[config.mk]
export PLATFORM = sky130hd
export DESIGN_NAME = sa_feeder
export DESIGN_NICKNAME = d
export VERILOG_FILES = /design/src/rtl/sa_pkg.sv /design/src/rtl/sa_skew_delay.sv /design/src/rtl/sa_feeder.sv
export SDC_FILE = /design/constraint.sdc
export NUM_CORES = 1
export LEC_CHECK = 0
export BUFFER_PORTS_ARGS = -buffer_cell sky130_fd_sc_hd__buf_4
export CAP_MARGIN = 20
export CORE_ASPECT_RATIO = 1.75
export CORE_MARGIN = 1.5
export CORE_UTILIZATION = 56
export CTS_BUF_LIST = sky130_fd_sc_hd__clkbuf_4 sky130_fd_sc_hd__clkbuf_8
export DETAILED_ROUTE_END_ITERATION = 8
export PLACE_DENSITY = 0.81
export SETUP_SLACK_MARGIN = 0.3
export SLEW_MARGIN = 25
export SYNTH_ARGS = -nofsm -noshare
export SYNTH_HDL_FRONTEND = slang
export SYNTH_HIERARCHICAL = 1
export SYNTH_SLANG_ARGS = --single-unit
[constraint.sdc]
create_clock -name clk -period 3.6 [get_ports clk]
set_clock_uncertainty 0.2 [all_clocks]
set_input_delay 0.72 -clock clk [delete_from_list [all_inputs] [get_ports clk]]
set_output_delay 0.72 -clock clk [all_outputs]
set_load 0.05 [all_outputs]
[src/rtl/sa_pkg.sv]
// Shared definitions for the systolic-array edge feeder.
//
// Contents:
//   MUL_BW     - bf16 operand width carried on the left (row) edge
//   ADD_BW     - width of the PE vertical bus (psum / weight path)
//   DEF_N      - default array dimension
//   DEF_TAIL   - default number of extra compute-mode cycles after the skew drains
//   sa_state_e - feeder sequencing states, in tile order

package sa_pkg;

  localparam int MUL_BW   = 16;
  localparam int ADD_BW   = 32;
  localparam int DEF_N    = 4;
  localparam int DEF_TAIL = 8;

  typedef enum logic [1:0] {
    W_COLLECT = 2'd0,
    W_SHIFT   = 2'd1,
    STREAM    = 2'd2,
    DRAIN     = 2'd3
  } sa_state_e;

endpackage

[src/rtl/sa_skew_delay.sv]
// Fixed-length register line carrying a data word and its valid bit together.
// One instance per array row produces the diagonal skew on the left edge.
//
// Parameters:
//   DEPTH - number of register stages (>= 1)
//   W     - data width
// Ports:
//   clk, rst - clock, synchronous active-high reset (clears every stage)
//   d_i, v_i - data / valid entering stage 0
//   d_o, v_o - data / valid leaving the last stage

module sa_skew_delay #(
  parameter int DEPTH = 1,
  parameter int W     = 16
) (
  input  logic         clk,
  input  logic         rst,
  input  logic [W-1:0] d_i,
  input  logic         v_i,
  output logic [W-1:0] d_o,
  output logic         v_o
);

  logic [W-1:0]     data_q [DEPTH];
  logic [DEPTH-1:0] valid_q;

  always_ff @(posedge clk) begin
    if (rst) begin
      for (int i = 0; i < DEPTH; i++) begin
        data_q[i] <= '0;
      end
      valid_q <= '0;
    end else begin
      data_q[0]  <= d_i;
      valid_q[0] <= v_i;
      for (int i = 1; i < DEPTH; i++) begin
        data_q[i]  <= data_q[i-1];
        valid_q[i] <= valid_q[i-1];
      end
    end
  end

  assign d_o = data_q[DEPTH-1];
  assign v_o = valid_q[DEPTH-1];

endmodule

[src/rtl/sa_feeder.sv]
// Input sequencer for the top/left edge of an N x N bf16 systolic array.
// A tile runs: collect N weight rows -> shift them down the PE columns in
// load mode -> stream activation vectors (diagonally skewed) in compute mode
// -> drain the skew plus TAIL cycles -> pulse o_done -> collect again.
//
// Handshakes: a beat transfers on a rising clock edge where both valid and
// ready are high. Ready never depends on valid; valid is ignored whenever
// ready is low, and data is only sampled on a transfer.
//
// Ports:
//   clk, rst          - clock, synchronous active-high reset
//   w_valid/w_ready   - weight row handshake, w_data = one row (col c at c*MUL_BW)
//   a_valid/a_ready   - activation handshake, a_data element r feeds row r,
//                       a_last marks the final vector of the tile
//   o_mode            - PE mode broadcast (0 = weight load, 1 = compute)
//   o_top             - top-row PE vertical inputs (col c at c*ADD_BW)
//   o_left            - left-column PE inputs (row r at r*MUL_BW), skewed
//   o_left_valid      - per-row valid travelling with o_left
//   o_done            - one-cycle tile-complete pulse
//   dbg_state_o       - current sequencing state (sa_state_e encoding)

module sa_feeder
  import sa_pkg::*;
#(
  parameter int N    = DEF_N,
  parameter int TAIL = DEF_TAIL
) (
  input  logic                clk,
  input  logic                rst,
  input  logic                w_valid,
  output logic                w_ready,
  input  logic [N*MUL_BW-1:0] w_data,
  input  logic                a_valid,
  output logic                a_ready,
  input  logic [N*MUL_BW-1:0] a_data,
  input  logic                a_last,
  output logic                o_mode,
  output logic [N*ADD_BW-1:0] o_top,
  output logic [N*MUL_BW-1:0] o_left,
  output logic [N-1:0]        o_left_valid,
  output logic                o_done,
  output logic [1:0]          dbg_state_o
);

  // One counter serves beat index, shift index and drain length.
  localparam int CW = $clog2(N + TAIL + 1);
  localparam int IW = (N > 1) ? $clog2(N) : 1;
  localparam logic [CW-1:0] LAST_BEAT  = CW'(N - 1);
  localparam logic [CW-1:0] LAST_DRAIN = CW'(N + TAIL - 1);

  sa_state_e           state_q, state_d;
  logic [CW-1:0]       cnt_q, cnt_d;
  logic [N*MUL_BW-1:0] wbuf_q [N];
  logic [IW-1:0]       idx;
  logic                w_fire;
  logic                a_fire;

  assign idx = cnt_q[IW-1:0];

  // Outputs are forced low while rst is high so the array sees a quiet
  // edge even before the first reset edge has settled the state register.
  assign w_ready     = !rst && (state_q == W_COLLECT);
  assign a_ready     = !rst && (state_q == STREAM);
  assign o_mode      = !rst && ((state_q == STREAM) || (state_q == DRAIN));
  assign o_done      = !rst && (state_q == DRAIN) && (cnt_q == LAST_DRAIN);
  assign dbg_state_o = state_q;

  assign w_fire = w_valid && w_ready;
  assign a_fire = a_valid && a_ready;

  // Next-state logic.
  always_comb begin
    state_d = state_q;
    cnt_d   = cnt_q;
    unique case (state_q)
      W_COLLECT: begin
        if (w_fire) begin
          if (cnt_q == LAST_BEAT) begin
            state_d = W_SHIFT;
            cnt_d   = '0;
          end else begin
            cnt_d = cnt_q + CW'(1);
          end
        end
      end
      W_SHIFT: begin
        if (cnt_q == LAST_BEAT) begin
          state_d = STREAM;
          cnt_d   = '0;
        end else begin
          cnt_d = cnt_q + CW'(1);
        end
      end
      STREAM: begin
        cnt_d = '0;
        if (a_fire && a_last) begin
          state_d = DRAIN;
        end
      end
      DRAIN: begin
        if (cnt_q == LAST_DRAIN) begin
          state_d = W_COLLECT;
          cnt_d   = '0;
        end else begin
          cnt_d = cnt_q + CW'(1);
        end
      end
      default: begin
        state_d = W_COLLECT;
        cnt_d   = '0;
      end
    endcase
  end

  always_ff @(posedge clk) begin
    if (rst) begin
      state_q <= W_COLLECT;
      cnt_q   <= '0;
    end else begin
      state_q <= state_d;
      cnt_q   <= cnt_d;
    end
  end

  // Weight buffer holds data only; it needs no reset because it is only
  // read in W_SHIFT, after a full tile has been written.
  always_ff @(posedge clk) begin
    if (w_fire) begin
      wbuf_q[idx] <= w_data;
    end
  end

  // Shift cycle k presents buffered row k. Row 0 is pushed first, so it
  // travels furthest and ends in the bottom PE row.
  always_comb begin
    o_top = '0;
    if (!rst && (state_q == W_SHIFT)) begin
      for (int c = 0; c < N; c++) begin
        o_top[c*ADD_BW +: MUL_BW] = wbuf_q[idx][c*MUL_BW +: MUL_BW];
      end
    end
  end

  // Row r is delayed r+1 cycles. Anything other than an accepted vector
  // (bubble, drain, weight phases) pushes zero data with valid low.
  for (genvar r = 0; r < N; r++) begin : g_row
    logic [MUL_BW-1:0] d_in;

    assign d_in = a_fire ? a_data[r*MUL_BW +: MUL_BW] : '0;

    sa_skew_delay #(
      .DEPTH (r + 1),
      .W     (MUL_BW)
    ) u_skew (
      .clk (clk),
      .rst (rst),
      .d_i (d_in),
      .v_i (a_fire),
      .d_o (o_left[r*MUL_BW +: MUL_BW]),
      .v_o (o_left_valid[r])
    );
  end

endmodule
== Word level (Yosys, flattened, before mapping) ==
Memory sizes are Yosys's and may differ from the RTL's. A register that Yosys moved wholly into a read port is not among the register bits.
Cells that the tools add are included.
Word-level totals
  register bits after elaboration: 16
  logic and storage cells: 81
  memories kept: 5
  memory bits (writable): 416
  output and inout port bits: 202
Memory list
  wbuf_q: words 4, bits a word 64, rd ports 1, clocked after memory_dff 1, wr ports 1, line sa_feeder.sv:53  | logic [N*MUL_BW-1:0] wbuf_q [N];
  g_row[3].u_skew.data_q: words 4, bits a word 16, rd ports 4, clocked after memory_dff 0, wr ports 4, line sa_skew_delay.sv:24  | logic [W-1:0] data_q [DEPTH];
  g_row[2].u_skew.data_q: words 3, bits a word 16, rd ports 3, clocked after memory_dff 0, wr ports 3, line sa_skew_delay.sv:24
  g_row[1].u_skew.data_q: words 2, bits a word 16, rd ports 2, clocked after memory_dff 0, wr ports 2, line sa_skew_delay.sv:24
  g_row[0].u_skew.data_q: words 1, bits a word 16, rd ports 1, clocked after memory_dff 0, wr ports 1, line sa_skew_delay.sv:24
Cells by class
  reduce and logical (&&, ||, !) cells: 14
  $add $sub $neg: 1
  muxes and demuxes: 36
  bitwise operators: 9
  equality and inequality tests: 10
Operator list (number)
  two-way mux 16 bit: 18
  one-hot mux 4 bit (4 select lines): 1
  OR reduction 16 bit: 1
  two-way mux 2 bit: 7
  two-way mux 4 bit: 3
  logical AND 1 bit: 9
  OR 1 bit: 9
  one-hot mux 2 bit (4 select lines): 1
  two-way mux 1 bit: 6
  inequality test 2 x 1 -> 1 bit (second input constant): 3
  AND reduction 5 bit: 1
  adder 4 x 1 -> 4 bit (second input constant): 1
  equality test 2 bit (second input constant): 2
  equality test 4 x 2 -> 1 bit (second input constant): 1
  equality test 4 bit (second input constant): 1
  inequality test 2 bit (second input constant): 2
  equality test 2 x 1 -> 1 bit (second input constant): 1
  logical NOT 2 bit: 1
  logical NOT 1 bit: 1
  logical OR 1 bit: 1

== Longest topological paths before layout ==
Gate-level depths: netlist of run 1.
  depth in word-level cells: 7
  gate-level depth with buffers: 7
  gate-level depth less buffers: 6

== Modules after synthesis ==
Netlist of run 1, hierarchy kept.
By module, submodules not included
  sa_feeder: cells an instance 614, instances 1, seq. area each 7847.5 um^2, area each 11172.0 um^2
  sa_skew_delay (g_row[3].u_skew): cells an instance 143, instances 1, seq. area each 1361.3 um^2, area each 1836.8 um^2
  sa_skew_delay (g_row[2].u_skew): cells an instance 123, instances 1, seq. area each 1021.0 um^2, area each 1485.2 um^2
  sa_skew_delay (g_row[1].u_skew): cells an instance 87, instances 1, seq. area each 680.7 um^2, area each 1057.3 um^2
  sa_skew_delay (g_row[0].u_skew): cells an instance 35, instances 1, seq. area each 340.3 um^2, area each 475.5 um^2

== Least setup slack after synthesis of run 1 ==
No wires, ideal clock.
  path type: register to register
  start: register state_q[0], in the netlist dbg_state_o[0]
  end: memory wbuf_q[1][0] in the netlist's numbering (enable)
  path slack: -0.484 ns
  data arrival time: 3.455 ns
  clock period less this slack: 4.084 ns
  cell stages (with the launch flop): 5
  path through: dfxtp_1 > inv_1 > ha_1 > nor2b_1 > and3_1
On the way
  cells in the longest elaborated chain, start to end: 5
RTL lines
  start, declared: line sa_feeder.sv:51  | sa_state_e state_q, state_d;
  start signal, assigned: line sa_feeder.sv:120  | state_q <= state_d;
  logical NOT 2 bit: line sa_feeder.sv:62  | assign w_ready = !rst && (state_q == W_COLLECT);
  logical AND 1 bit: line sa_feeder.sv:62
  via w_ready: line sa_feeder.sv:31  | output logic w_ready,
  logical AND 1 bit: line sa_feeder.sv:68  | assign w_fire = w_valid && w_ready;
  two-way mux 1 bit: line sa_feeder.sv:128  | if (w_fire) begin
  two-way mux 1 bit (not written as such): line sa_feeder.sv:129  | wbuf_q[idx] <= w_data;
  end, declared: line sa_feeder.sv:53
The timed path passes the listed nets, and every way through them passes these cells.

==> flow_summary.ini, run 1 <==
[setup_path]
reg2reg_depth = 5
cp_data_arrival_time_ns = 2.24
r2r_slack_ns = 1.12
critPathLaunchType = register
criticalPathCategory = register to output port
worstReg2RegEnd = wbuf_q[2][11]
r2r_start = dbg_state_o[0]
critPathMaxFanout = 41
critPathCaptureType = output port
crit_required_ns = 2.68

[power]
power_density_nw_per_um2 = 506
p_leak_uw = 0.00751
ir_drop_v = 0.000477

[synthesis]
yosysUniqueCellTypes = 34
ys_seq_area_frac = 0.702
synth-main-ff-cell = edfxtp_1
synth_edf_count = 256
syn_area_per_cell_sq_um = 16.0
async_flop_share = 0
netlist_instances = 1002
ys_ff_latch = 434
yosysWarnings = 6
netlist_area_sq_um = 16000

[min_path]
worst_hold_path_type = input port to register
hp-start = w_data[57]
min_to = wbuf_q[1][57]
hold-path-cell-count = 1

[clock_network]
path_clk_slew_ns = 0.07
cts_buffers = 57
postCtsHoldBufs = 0
cts-root-buf = clkbuf_8
clockBufferDepth = 3
post-cts-setup-buffer-count = 0
worstSkewPairLatency_ns = 0.60
htree_levels = 2
cts_sinks = 434
cts_tree = done

[timing]
relSlewSlack = 0.435
slew_viol_final = 0
setup_tns_ns = 0
min_period_over_period = 0.877
setup_violations = 0
hold_ws_ns = 0.120
min_period_ns = 3.16
final-hold-violation-count = 0
max_freq_mhz = 317
grt_setup_unrepaired = no
tightestPinTransition_ns = 0.848

[global_routing]
antenna_found_initial = 1
grt_max_degree = 93
grt_use_total = 0.192
grt_first_pass_wirelength_microns = 42700
grt_overflow = 0
grt_pass1_vias = 8281

[floorplanning]
fp.dieW_microns = 131
io_pins = 335
fp.dieArea_sq_um = 29700
initial_core_util = 0.571
chipHeight_microns = 227
core_area_sq_um = 28100
fp-row-count = 81

[layout]
drive_gt1_frac = 0.354
finalNetCount = 1401
final_cell_mix = buf_4 (276), edfxtp_1 (256), nor2b_1 (225)
final_common_cell = buf_4
syn_to_final_growth_pct = 19.7
antenna_cells = 0

[placement]
dp_hpwl_microns = 18100
place.gp.congestion = 0.734
port_buffers = 270

[route]
drc = 0
first_pass_iters = 4
vias = 8270
vias_per_cell = 4.92
first_iter_violations = 351
wire_per_inst_microns = 17.0
routed_wl_microns = 28600
antenna_left = 0

[run]
cap_violations = 0

[status]
status = finished clean
-- flip-flops by register name, summed over array words and instances, names as in the netlist, named ones only --
register / cells
cnt_q: 4
dbg_state_o: 2
wbuf_q: 256
g_row.u_skew/v_o: 1
g_row.u_skew/data_q: 160
g_row.u_skew/valid_q: 9
-- synthesized netlist by cell type, types with 2 or more instances --
cell / n / share of area
and2_1: 2 / 0.00078
mux4_2: 64 / 0.090
nor2_1: 3 / 0.00070
clkbuf_1: 19 / 0.0045
and2b_1: 2 / 0.00094
buf_2: 17 / 0.0053
edfxtp_1: 256 / 0.48
nand3_1: 4 / 0.0012
and3_1: 68 / 0.027
o21ai_1: 3 / 0.00094
a21oi_1: 4 / 0.0012
buf_4: 98 / 0.046
buf_6: 12 / 0.0084
nor3_1: 2 / 0.00062
nand2_1: 3 / 0.00070
dfxtp_1: 178 / 0.22
ha_1: 8 / 0.0062
inv_1: 4 / 0.00094
nand2b_1: 5 / 0.0020
and2b_2: 11 / 0.0060
nor2b_1: 226 / 0.088
-- kinds of logic after synthesis --
kind of cell,after synthesis,synth area share
xor+xnor,1,0.000547
flops,434,0.702
mux,65,0.0906
other cells,1,0.000234
simple gates,330,0.130
buf+inv,152,0.0656
compound gates,11,0.00453
fa+ha+maj,8,0.00625
-- repair_timing --
| item | in CTS | in global routing |
|---|---|---|
| endpoints found under the setup margin | 20 | 48 |
| resized for setup | 1 | 1 |
| gates cloned | 0 | 0 |
-- power breakdown --
part | internal, uW | switching [uW] | total (uW)
sequential | 5320 | 14.9 | 5330
clock | 2100 | 1710 | 3810
combinational | 224 | 339 | 563
-- metal layers --
| layer | GRT usage | vias up | routed length, microns |
|---|---|---|---|
| li1 | - | 3912 | - |
| met1 | 0.209 | 3996 | 10200 |
| met2 | 0.346 | 312 | 15200 |
| met3 | 0.0606 | 48 | 2460 |
| met4 | 0.0698 | 2 | 670 |
| met5 | 0 | - | 11 |
-- per-stage QoR --
stage	util	worst slack, ns	power, uW	cell area [sq um]	cells
after floorplan	-	0.201	5870	16300	1065
after global placement	0.639	0.795	5990	17900	1574
after detailed placement	0.639	0.742	6010	17900	1574
after CTS	0.683	0.337	9830	19200	1681
after global routing	0.684	0.325	10100	19200	1681
final	0.684	0.443	9710	19200	1681
-- layout make-up --
type | count | area [sq um]
clock buffer | 77 | 960
clock inverter | 30 | 273
fill | 1924 | 8880
inverter | 4 | 15.0
multi-input combinational | 479 | 4000
sequential | 434 | 11300
tap | 373 | 467
timing repair buffer | 284 | 2220
-- how the worst max path moves through the flow --
stage	from	to
2_1_floorplan	dbg_state_o[0]	wbuf_q[3][0]
3_3_place_gp	rst	o_top[109]
3_5_place_dp	rst	o_top[73]
4_1_cts	register	o_top[39]
5_1_grt	register	o_top[39]
6_report	register	o_top[39]
-- critical path: stages (launching register included) --
cell and delay [ns]:
dfxtp_4 0.36, buf_12 0.31, mux4_2 0.60, nor2b_1 0.16
buf_4 0.19
Note: power is estimated with default switching activity, not from simulation.
==> run 2, diff against run 1 <==
--- a/config.mk
+++ b/config.mk
@@ -9,10 +9,10 @@
 export CAP_MARGIN = 20
 export CORE_ASPECT_RATIO = 1.75
 export CORE_MARGIN = 1.5
-export CORE_UTILIZATION = 56
+export CORE_UTILIZATION = 57
 export CTS_BUF_LIST = sky130_fd_sc_hd__clkbuf_4 sky130_fd_sc_hd__clkbuf_8
 export DETAILED_ROUTE_END_ITERATION = 8
-export PLACE_DENSITY = 0.81
+export PLACE_DENSITY = 0.83
 export SETUP_SLACK_MARGIN = 0.3
 export SLEW_MARGIN = 25
 export SYNTH_ARGS = -nofsm -noshare
==> constraint.sdc (replaced) <==
create_clock -name clk -period 3.64 [get_ports clk]
set_clock_uncertainty 0.2 [all_clocks]
set_input_delay 0.728 -clock clk [delete_from_list [all_inputs] [get_ports clk]]
set_output_delay 0.728 -clock clk [all_outputs]
set_load 0.05 [all_outputs]
==> flow_summary.ini, run 2 (same netlist as run 1, synthesis figures left out) <==
[clock_network]
path_clk_slew_ns = 0.07
clockBufferDepth = 3
cts_tree = done
cts-root-buf = clkbuf_8
worstSkewPairLatency_ns = 0.58
cts_sinks = 434
cts_buffers = 54
postCtsHoldBufs = 0
htree_levels = 2

[floorplanning]
io_pins = 335
chipHeight_microns = 225
fp.dieArea_sq_um = 29200
core_area_sq_um = 27800
initial_core_util = 0.577
fp.dieW_microns = 130
fp-row-count = 81

[layout]
regMostFlops = wbuf_q
regArea_sq_um = 11300
antenna_cells = 0
finalNetCount = 1405
drive_gt1_frac = 0.357
postLayoutCoreUtil = 0.691
biggestRegsByFlops = wbuf_q x256, g_row.u_skew/data_q x160, g_row.u_skew/valid_q x9
syn_to_final_growth_pct = 19.7
multi_input_area_sq_um = 3990
final_cell_mix = buf_4 (280), edfxtp_1 (256), nor2b_1 (225)
nFillCells = 1897
final_common_cell = buf_4
largest_reg_flops = 256

[run]
cap_violations = 0

[placement]
dp_hpwl_microns = 18500
port_buffers = 270
place.gp.congestion = 0.796

[power]
power_density_nw_per_um2 = 495
power.switching_uw = 1990
switching_share = 0.209
ir_drop_v = 0.000415
total_power_uw = 9500
clkPwrFrac = 0.385
pwr-share-seq = 0.555
p_leak_uw = 0.00752
pwr-share-comb = 0.060
power.internal_uw = 7510

[timing]
min_period_over_period = 0.860
max_freq_mhz = 319
relSlewSlack = 0.534
grt_setup_unrepaired = no
slew_viol_final = 0
setup_violations = 0
hold_ws_ns = 0.141
tightestPinTransition_ns = 0.699
final-hold-violation-count = 0
setup_tns_ns = 0
min_period_ns = 3.13

[route]
antenna_left = 0
drc = 0
wire_per_inst_microns = 16.8
routed_wl_microns = 28200
vias_per_cell = 4.99
vias = 8361
first_iter_violations = 403
first_pass_iters = 4

[global_routing]
grt_first_pass_wirelength_microns = 42900
grt_pass1_vias = 8338
grt_use_total = 0.195
antenna_found_initial = 0
grt_overflow = 0
grt_max_degree = 176

[setup_path]
reg2reg_depth = 5
critPathLaunchType = register
critPathCaptureType = output port
critPathMaxFanout = 64
cp_data_arrival_time_ns = 2.20
crit_required_ns = 2.71
criticalPathCategory = register to output port

[status]
status = finished clean

[min_path]
worst_hold_path_type = input port to register
hold-path-cell-count = 1
run 2: cell count changes in the layout (fill, tap and decap cells not counted):
cell        before  now
nor2b_4          1    0
clkbuf_8        61   59
clkinvlp_4       3    0
buf_8            0    1
buf_4          276  280
clkbuf_4        16   17
nor2b_2          0    1
nand2b_2         0    1
nand2b_4         1    0
buf_6            1    3
inv_6            0    1
inv_8            1    0
clkinv_1        13    6
run 2: worst max-delay path, cell delays in order (launching register included):
cell      delay (ns)
dfxtp_1         0.42
inv_1           0.09
ha_1            0.25
nand2b_2        0.10
buf_6           0.36
nor2b_1         0.12
buf_4           0.21
run 2: area by class of cell:
| type | count | share of cell area |
|---|---|---|
| Multi-Input combinational cell | 479 | 0.208 |
| Timing Repair Buffer | 291 | 0.119 |
| Clock inverter | 20 | 0.0115 |
| Inverter | 4 | 0.000783 |
| Sequential cell | 434 | 0.587 |
| Clock buffer | 76 | 0.0490 |
| Tap cell | 373 | 0.0243 |
run 2: final timing paths:
kind	start	to	slack (ns)
setup reg to reg	dbg_state_o[0]	wbuf_q[0][47]	1.17
hold reg to reg	g_row[1].u_skew/data_q[0][4]	g_row[1].u_skew/data_q[0][20]	0.23
setup / recovery	dbg_state_o[1]	o_top[12]	0.51
hold / removal	w_data[40]	wbuf_q[3][40]	0.14
run 2: power by group through the flow:
| stage | combinational (uW) | clock [uW] | sequential (uW) |
|---|---|---|---|
| global placement | 550 | 0 | 5380 |
| CTS | 567 | 3770 | 5280 |
| detailed placement | 557 | 0 | 5390 |
| finish | 567 | 3660 | 5270 |
| global route | 606 | 3970 | 5270 |
| floorplan | 427 | 0 | 5380 |
run 2: metrics by stage:
stage / std cells / cell area, sq um / worst slack, ns
floorplan: 1065 / 16300 / 0.241
global placement: 1577 / 18000 / 0.735
detailed placement: 1577 / 18000 / 0.688
CTS: 1674 / 19200 / 0.326
global route: 1677 / 19200 / 0.329
finish: 1677 / 19200 / 0.509
run 2: timing repair:
item	CTS	global route
setup buffers	1	3
endpoints found under the hold margin	0	0
endpoints found under the setup margin	52	5
resized for setup	3	0
run 2: per-layer routing:
layer	GRT usage	vias to the layer above	wire, microns
li1	-	3914	-
met1	0.214	4055	9960
met2	0.346	331	15000
met3	0.0666	61	2480
met4	0.0695	0	750
met5	0	-	0
==> run 3, diff against run 2 <==
--- a/config.mk
+++ b/config.mk
@@ -8,13 +8,13 @@
 export BUFFER_PORTS_ARGS = -buffer_cell sky130_fd_sc_hd__buf_4
 export CAP_MARGIN = 20
 export CORE_ASPECT_RATIO = 1.75
-export CORE_MARGIN = 1.5
-export CORE_UTILIZATION = 57
+export CORE_MARGIN = 2
+export CORE_UTILIZATION = 51
 export CTS_BUF_LIST = sky130_fd_sc_hd__clkbuf_4 sky130_fd_sc_hd__clkbuf_8
 export DETAILED_ROUTE_END_ITERATION = 8
-export PLACE_DENSITY = 0.83
+export PLACE_DENSITY = 0.78
 export SETUP_SLACK_MARGIN = 0.3
-export SLEW_MARGIN = 25
+export SLEW_MARGIN = 20
 export SYNTH_ARGS = -nofsm -noshare
 export SYNTH_HDL_FRONTEND = slang
 export SYNTH_HIERARCHICAL = 1
==> constraint.sdc (replaced) <==
create_clock -name clk -period 2.8 [get_ports clk]
set_clock_uncertainty 0.2 [all_clocks]
set_input_delay 0.56 -clock clk [delete_from_list [all_inputs] [get_ports clk]]
set_output_delay 0.56 -clock clk [all_outputs]
set_load 0.05 [all_outputs]
==> flow_summary.ini, run 3 (same netlist as run 1, synthesis figures left out) <==
[clock_network]
cts_tree = done
htree_levels = 2
clockBufferDepth = 3
cts_sinks = 434
cts_buffers = 56
cts-root-buf = clkbuf_8
worstSkewPairLatency_ns = 0.63
path_clk_slew_ns = 0.07

[layout]
final_cell_mix = edfxtp_1 (256), buf_4 (224), dfxtp_1 (172)
regMostFlops = wbuf_q
largest_reg_flops = 256
postLayoutCoreUtil = 0.687
finalNetCount = 1501
drive_gt1_frac = 0.412
syn_to_final_growth_pct = 32.2
final_common_cell = edfxtp_1
biggestRegsByFlops = wbuf_q x256, g_row.u_skew/data_q x160, g_row.u_skew/valid_q x9
design_area_sq_um = 21200
stdcell_count = 1795

[setup_path]
cp_slowest_cell = mux4_2
critPathCaptureType = output port
critPathMaxFanout = 8
slowest_delay_ns = 0.53
path_cells = buf_6 -> buf_16 -> mux4_2 -> nor2b_4 -> buf_6
criticalPathCategory = register to output port
cp_data_arrival_time_ns = 2.18
critPathLaunchType = register
crit_required_ns = 2.04
crit_path_frequent_cell = buf_6

[route]
drc = 0
vias = 8784
routed_wl_microns = 33000
first_pass_iters = 4
antenna_left = 0
first_iter_violations = 305
vias_per_cell = 4.89
wire_per_inst_microns = 18.4

[floorplanning]
initial_core_util = 0.520
core_area_sq_um = 30800
chipHeight_microns = 239
fp.dieW_microns = 138
fp-row-count = 85
fp.dieArea_sq_um = 32900
io_pins = 335

[timing]
slew_viol_final = 0
layout_setup_ws_ns = -0.141
min_period_ns = 2.94
max_freq_mhz = 340
tightestPinTransition_ns = 0.589
setup_violations = 64
relSlewSlack = 0.607
grt_setup_unrepaired = yes
final-hold-violation-count = 0
min_period_over_period = 1.05

[min_path]
worst_hold_path_type = input port to register

[status]
violations = setup timing
status = finished, violations left

[global_routing]
antenna_found_initial = 1
grt_pass1_vias = 9230
grt_first_pass_wirelength_microns = 49900
grt_use_total = 0.195
grt_overflow = 0
grt_max_degree = 138

[power]
power_density_nw_per_um2 = 590
p_leak_uw = 0.00836
ir_drop_v = 0.000485

[placement]
port_buffers = 270
placed_cell_area_sq_um = 18300
place.gp.congestion = 0.753
dp_hpwl_microns = 19800
placed_cells = 1601

[run]
cap_violations = 0
## run 3: timing repair
item                       4_1_cts  5_1_grt
buffers inserted                14        7
hold endpoints to repair       256        0
pin swaps                        1        2
setup endpoints to repair       68       68
hold buffers                    64        0
resized for setup              119       55
gates cloned                     6        1
## run 3: area by class of cell
cell class / count / area, sq um
multi-input combinational: 479 / 4510
tap: 391 / 489
clock buffer: 87 / 1070
fill: 1990 / 9660
inverter: 4 / 17.5
clock inverter: 14 / 105
sequential: 434 / 11300
timing repair buffer: 385 / 3720
antenna: 1 / 2.50
## run 3: final timing paths
| path | from | endpoint | slack, ns | cells after the start |
|---|---|---|---|---|
| hold reg to reg | g_row[2].u_skew/data_q[0][2] | g_row[2].u_skew/data_q[0][18] | 0.23 | 1 |
| setup reg to reg | dbg_state_o[1] | wbuf_q[2][40] | 0.59 | 6 |
| setup / recovery | register | o_top[5] | -0.14 | 5 |
| hold / removal | a_data[27] | g_row[1].u_skew/data_q[0][11] | 0.07 | 3 |
## run 3: power by group
part / internal (uW) / switching (uW) / total (uW)
clock network: 2540 / 2160 / 4700
registers: 6830 / 23.0 / 6860
logic: 452 / 493 / 945
total: 9820 / 2680 / 12500
## run 3: critical path, delay by kind of cell, from the launching register on
| kind | cells | cell delay [ns] |
|---|---|---|
| multiplexers | 1 | 0.53 |
| buffers and inverters | 3 | 0.47 |
| flip-flops | 1 | 0.41 |
| AND/OR/NAND/NOR | 1 | 0.15 |
## run 3: layer usage
layer | track usage | up-vias | part of all wire
met5 | 0 | - | 0
met4 | 0.0581 | 0 | 0.016
met3 | 0.0573 | 36 | 0.071
met2 | 0.366 | 305 | 0.56
met1 | 0.211 | 4325 | 0.36
li1 | - | 4118 | -
## run 3: per-stage QoR
stage / hold WS, ns / setup TNS [ns] / worst slack, ns / total power, uW
3_3_place_gp: 0.215 / 0 / 0.289 / 7740
3_5_place_dp: 0.220 / 0 / 0.237 / 7750
5_1_grt: 0.0547 / -11.33 / -0.216 / 13000
2_1_floorplan: 0.214 / 0 / 0.335 / 7550
4_1_cts: 0.0380 / -8.29 / -0.170 / 12600
6_report: 0.0720 / -6.30 / -0.141 / 12500
